==> src/rtl/alu_swap_pipe.sv <==
// Registered word-permutation stage with a two-entry skid buffer.
// Modes: pass, group reverse, bit reverse, group rotate-left.
module alu_swap_pipe #(
  parameter int DATA_W  = 8,
  parameter int GROUP_W = 4,
  parameter int CNT_W   = 16,
  parameter int ROT_W   = ((DATA_W / GROUP_W) > 2)
                          ? $clog2(DATA_W / GROUP_W) : 1
) (
  input  logic              clk,
  input  logic              rst_n,
  input  logic              in_valid,
  output logic              in_ready,
  input  logic [1:0]        in_mode,
  input  logic [ROT_W-1:0]  in_rot,
  input  logic [DATA_W-1:0] alu_data_d_in,
  output logic              out_valid,
  input  logic              out_ready,
  output logic [DATA_W-1:0] alu_data_d_out,
  input  logic              cnt_clr,
  output logic [CNT_W-1:0]  xfer_count
);

  localparam int NGRP = DATA_W / GROUP_W;

  typedef enum logic [1:0] {
    ST_EMPTY,
    ST_ONE,
    ST_FULL
  } state_t;

  state_t              r_state;
  state_t              w_next;
  logic [DATA_W-1:0]   r_m;
  logic [DATA_W-1:0]   r_s;
  logic [CNT_W-1:0]    r_cnt;
  logic                r_in_ready;
  logic [DATA_W-1:0]   w_perm;
  logic [DATA_W-1:0]   w_m_d;
  logic                w_acc;
  logic                w_fire;
  logic                w_ld_m;
  logic                w_ld_s;
  logic                w_m_sel_s;
  int                  w_rot;

  always_comb begin
    w_perm = alu_data_d_in;
    w_rot  = int'(in_rot) % NGRP;
    unique case (in_mode)
      2'd0: w_perm = alu_data_d_in;
      2'd1: begin
        for (int g = 0; g < NGRP; g++)
          w_perm[g*GROUP_W +: GROUP_W] =
            alu_data_d_in[(NGRP-1-g)*GROUP_W +: GROUP_W];
      end
      2'd2: begin
        for (int b = 0; b < DATA_W; b++)
          w_perm[b] = alu_data_d_in[DATA_W-1-b];
      end
      2'd3: begin
        for (int g = 0; g < NGRP; g++)
          w_perm[g*GROUP_W +: GROUP_W] =
            alu_data_d_in[((g+NGRP-w_rot)%NGRP)*GROUP_W +: GROUP_W];
      end
      default: w_perm = alu_data_d_in;
    endcase
  end

  assign out_valid = (r_state != ST_EMPTY);
  assign w_acc     = in_valid & r_in_ready;
  assign w_fire    = out_valid & out_ready;

  always_comb begin
    w_next    = r_state;
    w_ld_m    = 1'b0;
    w_ld_s    = 1'b0;
    w_m_sel_s = 1'b0;
    unique case (r_state)
      ST_EMPTY: begin
        if (w_acc) begin
          w_next = ST_ONE;
          w_ld_m = 1'b1;
        end
      end
      ST_ONE: begin
        if (w_acc && w_fire) begin
          w_ld_m = 1'b1;
        end else if (w_acc) begin
          w_next = ST_FULL;
          w_ld_s = 1'b1;
        end else if (w_fire) begin
          w_next = ST_EMPTY;
        end
      end
      ST_FULL: begin
        if (w_fire) begin
          w_next    = ST_ONE;
          w_ld_m    = 1'b1;
          w_m_sel_s = 1'b1;
        end
      end
      default: w_next = ST_EMPTY;
    endcase
  end

  assign w_m_d = w_m_sel_s ? r_s : w_perm;

  always_ff @(posedge clk) begin
    if (!rst_n) begin
      r_state    <= ST_EMPTY;
      r_m        <= '0;
      r_s        <= '0;
      r_cnt      <= '0;
      r_in_ready <= 1'b0;
    end else begin
      r_state    <= w_next;
      r_in_ready <= (w_next != ST_FULL);
      if (w_ld_m) r_m <= w_m_d;
      if (w_ld_s) r_s <= w_perm;
      if (cnt_clr)     r_cnt <= '0;
      else if (w_fire) r_cnt <= r_cnt + 1'b1;
    end
  end

  assign in_ready       = r_in_ready;
  assign alu_data_d_out = r_m;
  assign xfer_count     = r_cnt;

endmodule

==> config.mk <==
export PLATFORM = sky130hd
export DESIGN_NAME = alu_swap_pipe
export DESIGN_NICKNAME = d
export VERILOG_FILES = /design/src/rtl/alu_swap_pipe.sv
export SDC_FILE = /design/constraint.sdc
export NUM_CORES = 1
export LEC_CHECK = 0
export CAP_MARGIN = 0
export CORE_ASPECT_RATIO = 0.6
export CORE_UTILIZATION = 51
export CTS_BUF_LIST = sky130_fd_sc_hd__clkbuf_8
export CTS_CLUSTER_DIAMETER = 150
export DETAILED_ROUTE_END_ITERATION = 8
export PLACE_DENSITY_LB_ADDON = 0.08
export SYNTH_ARGS = -nofsm -noshare
export SYNTH_HDL_FRONTEND = slang
export SYNTH_SLANG_ARGS = --single-unit
==> constraint.sdc <==
create_clock -name clk -period 1.75 [get_ports clk]
set_input_delay 0.2625 -clock clk [delete_from_list [all_inputs] [get_ports clk]]
set_output_delay 0.2625 -clock clk [all_outputs]
set_load 0.005 [all_outputs]
Word-level counts from Yosys, hierarchy flattened --
Cells that the tools add are included.
Storage, ports and cells: bits in registers 35, latch bits 0, memory bits (writable) 0, ROM bits 0, logic and storage cells 41, memories 0
Operators by class: add/subtract/negate cells 3, multiply operators 0, div/mod/pow operators 0, $lt $le $gt $ge 0, equal/unequal tests 6, shift-type cells 2, muxes and demuxes 15, bitwise operators 5, reduce and logical (&&, ||, !) cells 5
Operators by type and width (number):
- $pmux W8 S4 | 1
- $add A16 B1 Y16 const B | 1
- $shiftx A8 B4 Y4 | 2
- $mux W2 | 5
- $mux W8 | 1
- $eq A2 B2 Y1 const B | 3
- $mux W1 | 6
- $pmux W2 S3 | 1
- $sub A2 B1 Y3 const A | 2
- $and A1 B1 Y1 | 4
- $eq A2 B1 Y1 const B | 2
- $logic_not A2 Y1 | 2
- $pmux W1 S3 | 1
- $ne A2 B2 Y1 const B | 1
- $reduce_bool A2 Y1 | 1
- $reduce_or A2 Y1 | 1
- $logic_and A1 B1 Y1 | 1
- $not A1 Y1 | 1

Depth between registers and ports, before layout --
depth after elaboration 7, mapped depth 6, gate-level depth less buffers 5

Worst setup path before layout --
No wires, ideal clock.
kind register to register, start point register r_cnt[3] (netlist: xfer_count[3]), end point register r_cnt[15] (netlist: xfer_count[15]), setup time 0.070 ns, data arrival time 1.370 ns, required time 1.680 ns, path slack 0.310 ns, stages on the path, launching flop included 5, path buffers 0, period minus slack after synthesis 1.440 ns, cell sequence dfxtp_1 > nand4_2 > nor4_2 > or3b_1 > a21oi_1
Between the ends: longest elaborated chain between the ends 1
RTL lines:
- from (decl) | RTL line 36 | logic [CNT_W-1:0] r_cnt;
- from (signal assigned) | RTL line 122 | else if (w_fire) r_cnt <= r_cnt + 1'b1;
- $add A16 B1 Y16 | RTL line 122
No other way between the ends. A chain may end at the register's enable or synchronous reset.

Worst setup path in the final report --
start point register r_cnt[3] (netlist: xfer_count[3]), end point output port xfer_count[3]
RTL lines:
- to (decl) | RTL line 21 | output logic [CNT_W-1:0] xfer_count
No word-level cell between the ends.

==> impl_metrics.env <==
export IMPL_crit_family="buffers and inverters"
export IMPL_grt_setup_unrepaired="false"
export IMPL_fin_skew_ns=0.0134
export IMPL_io_buffers=41
export IMPL_grt_total_usage=0.280
export IMPL_yosys_top_cells_count="dfxtp_1 (35), nand2_1 (18), nor2_1 (17)"
export IMPL_post_synth_top_count_cell="dfxtp_1"
export IMPL_p_sw_frac=0.275
export IMPL_synth_area_top_cells="dfxtp_1 (41%), a32oi_1 (4.1%), nand2_1 (4.0%)"
export IMPL_place_hpwl_microns=3530
export IMPL_post_route_worst_setup_slack_ns=0.155
export IMPL_synth_ff_type="dfxtp_1"
export IMPL_drc=0
export IMPL_cts_setup_buffers=0
export IMPL_syn_to_final_growth_pct=36.0
export IMPL_routed_wl_microns=4700
export IMPL_dr_total_vias=1721
export IMPL_reg2reg_to="xfer_count[14]"
export IMPL_synth_cell_area_sq_um=1700
export IMPL_utilization=0.766
export IMPL_grt_pass1_wl_microns=7370
export IMPL_hold_path_cell_count=2
export IMPL_path_depth=1
export IMPL_gp_congestion=0.826
export IMPL_clk_root_buffer_cell="clkbuf_8"
export IMPL_yosysTopAreaCell="dfxtp_1"
export IMPL_place_area_sq_um=2210
export IMPL_power_density_nw_per_um2=720
export IMPL_path_cells="clkdlybuf4s50_1"
export IMPL_dr_pass1_iters=4
export IMPL_overflow=0
export IMPL_coreArea_sq_um=3020
export IMPL_combPwrFrac=0.129
export IMPL_synth_nets=217
export IMPL_status="finished clean"
export IMPL_p_leak_uw=0.000826
export IMPL_drv_cap=0
export IMPL_ios=42
export IMPL_multi_input_area_sq_um=941
export IMPL_min_from="r_s[3]"
export IMPL_syn_inst=200
export IMPL_critPathMaxFanout=7
export IMPL_synth_avg_cell_area_sq_um=8.51
export IMPL_period_minus_slack_ns=1.59
export IMPL_fmax_mhz=627
export IMPL_critPathCaptureType="output port"
export IMPL_cp_arrival_ns=1.33
export IMPL_post_route_period_util=0.911
export IMPL_viasPerCell=5.89
export IMPL_slew_viol_final=0
export IMPL_pre_cts_slack_ns=-0.0747
export IMPL_worst_pin_slew_ns=0.489
export IMPL_postRouteAntennaNets=0
export IMPL_nNetsFinal=266
export IMPL_dieWidth_microns=76.6
export IMPL_cts_tree="done"
export IMPL_fp_dieH_microns=46.7
export IMPL_synth_yosys_seq_area_share=0.412
export IMPL_synth_edf_count=0
export IMPL_cpPeakStageDelay_ns=0.56
export IMPL_wire_per_inst_microns=16.1
export IMPL_hold_buffers=0
export IMPL_dieArea_sq_um=3580
export IMPL_synth_top_area_frac=0.412
export IMPL_antenna_found_initial=0
export IMPL_start_util=0.563
export IMPL_synth_cell_types=43
export IMPL_p_int_uw=1210
export IMPL_clock_sinks=35
export IMPL_netSwitchingPower_uw=458
export IMPL_ys_async_sr_fraction=0
export IMPL_worst_ep_required_time_ns=1.49
export IMPL_clkPwrFrac=0.374
export IMPL_pwr_share_seq=0.497
export IMPL_first_global_vias=1538
export IMPL_synth_warnings=0
export IMPL_first_iter_violations=123
export IMPL_timing_rr_start="xfer_count[3]"
export IMPL_worst_setup_path_start_kind="register"
export IMPL_timing_critical_path_buf_inv=1
export IMPL_reg2reg_depth=4
export IMPL_min_path_type="reg2reg"
export IMPL_stdcell_area_sq_um=2310
export IMPL_clock_path_buffers=2
export IMPL_fp_row_count=15
export IMPL_ys_ff_latch=35
export IMPL_peakVddDrop_v=0.000476
export IMPL_grt_max_degree=17
export IMPL_hold_viol_final=0
export IMPL_htree_num_levels=2
export IMPL_hold_path_end="r_s[3]"
export IMPL_insertion_delay_ns=0.30
export IMPL_diodes=0
export IMPL_clkTransAtPathRegs_ns=0.08
export IMPL_worst_setup_path_type="reg2out"
export IMPL_seqCellArea_sq_um=706
export IMPL_slew_headroom=0.673
export IMPL_cp_slowest_cell="clkdlybuf4s50_1"
export IMPL_drive_gt1_frac=0.120
export IMPL_rrSetupSlack_ns=0.18
export IMPL_cts_buffers=5
export IMPL_setup_viol=0
export IMPL_hold_slack_ns=0.479
export IMPL_fill_cells=217
-- stage by stage --
stage          std cells  setup TNS [ns]  power [uW]
5_1_grt              292               0        1720
3_5_place_dp         284          -0.803        1060
3_3_place_gp         284               0        1050
4_1_cts              292               0        1660
2_1_floorplan        200               0         947
6_report             292               0        1660
-- layout by cell type (no fill, tap or decap), types with 3 or more instances in the layout --
cell,Yosys,final
clkdlybuf4s50_1,0,40
dfxtp_1,35,33
nand2_1,18,18
nor2_1,17,17
buf_4,0,13
nand3_1,11,11
a21oi_1,11,11
and3_1,9,9
o22ai_1,9,9
a32oi_1,8,8
a22oi_1,8,8
o21ai_0,7,7
xor2_1,7,7
nand4_1,6,6
xnor2_1,5,5
clkbuf_8,0,5
nand2b_1,4,4
nor2b_1,3,3
-- routing by layer --
metal,track usage,wire (microns),up-vias,part of all wire
li1,-,-,833,-
met1,0.352,2120,792,0.45
met2,0.452,2100,87,0.45
met3,0.0971,402,9,0.085
met4,0.131,85,0,0.018
met5,0,0,-,0
-- registers in the layout (all words and copies together) (netlist names) --
register	cells
r_state	2
xfer_count	16
in_ready	1
alu_data_d_out	8
r_s	8
-- worst max path at each step --
stage,start,endpoint
2_1_floorplan,xfer_count[3],xfer_count[15]
3_3_place_gp,out_ready,alu_data_d_out[2]
3_5_place_dp,out_ready,alu_data_d_out[4]
4_1_cts,r_state[0],out_valid
5_1_grt,xfer_count[3],xfer_count[15]
6_report,xfer_count[3],xfer_count[3]
-- what timing repair did --
| item | in CTS | in global routing |
|---|---|---|
| endpoints found under the setup margin | 1 | 1 |
| resized for setup | 1 | 3 |
| pin swaps | 0 | 0 |
-- area by class of cell --
type	count	area share
multi-input combinational	150	0.407
sequential	35	0.305
timing repair buffer	54	0.221
clock buffer	5	0.0297
tap	42	0.0227
clock inverter	3	0.0103
inverter	3	0.00487
-- kinds of logic after synthesis --
family          synth area share
xor+xnor                  0.0618
flops                      0.412
fa+ha+maj                0.00735
buf+inv                   0.0353
compound gates             0.195
simple gates               0.270
mux                       0.0191
-- power groups by stage --
stage	logic, uW	registers [uW]	clock network, uW
after floorplan	102	844	0
after global placement	200	845	0
after detailed placement	211	847	0
after CTS	211	828	625
after global routing	231	829	663
final	214	827	623
Power figures use the tool's default switching activity.
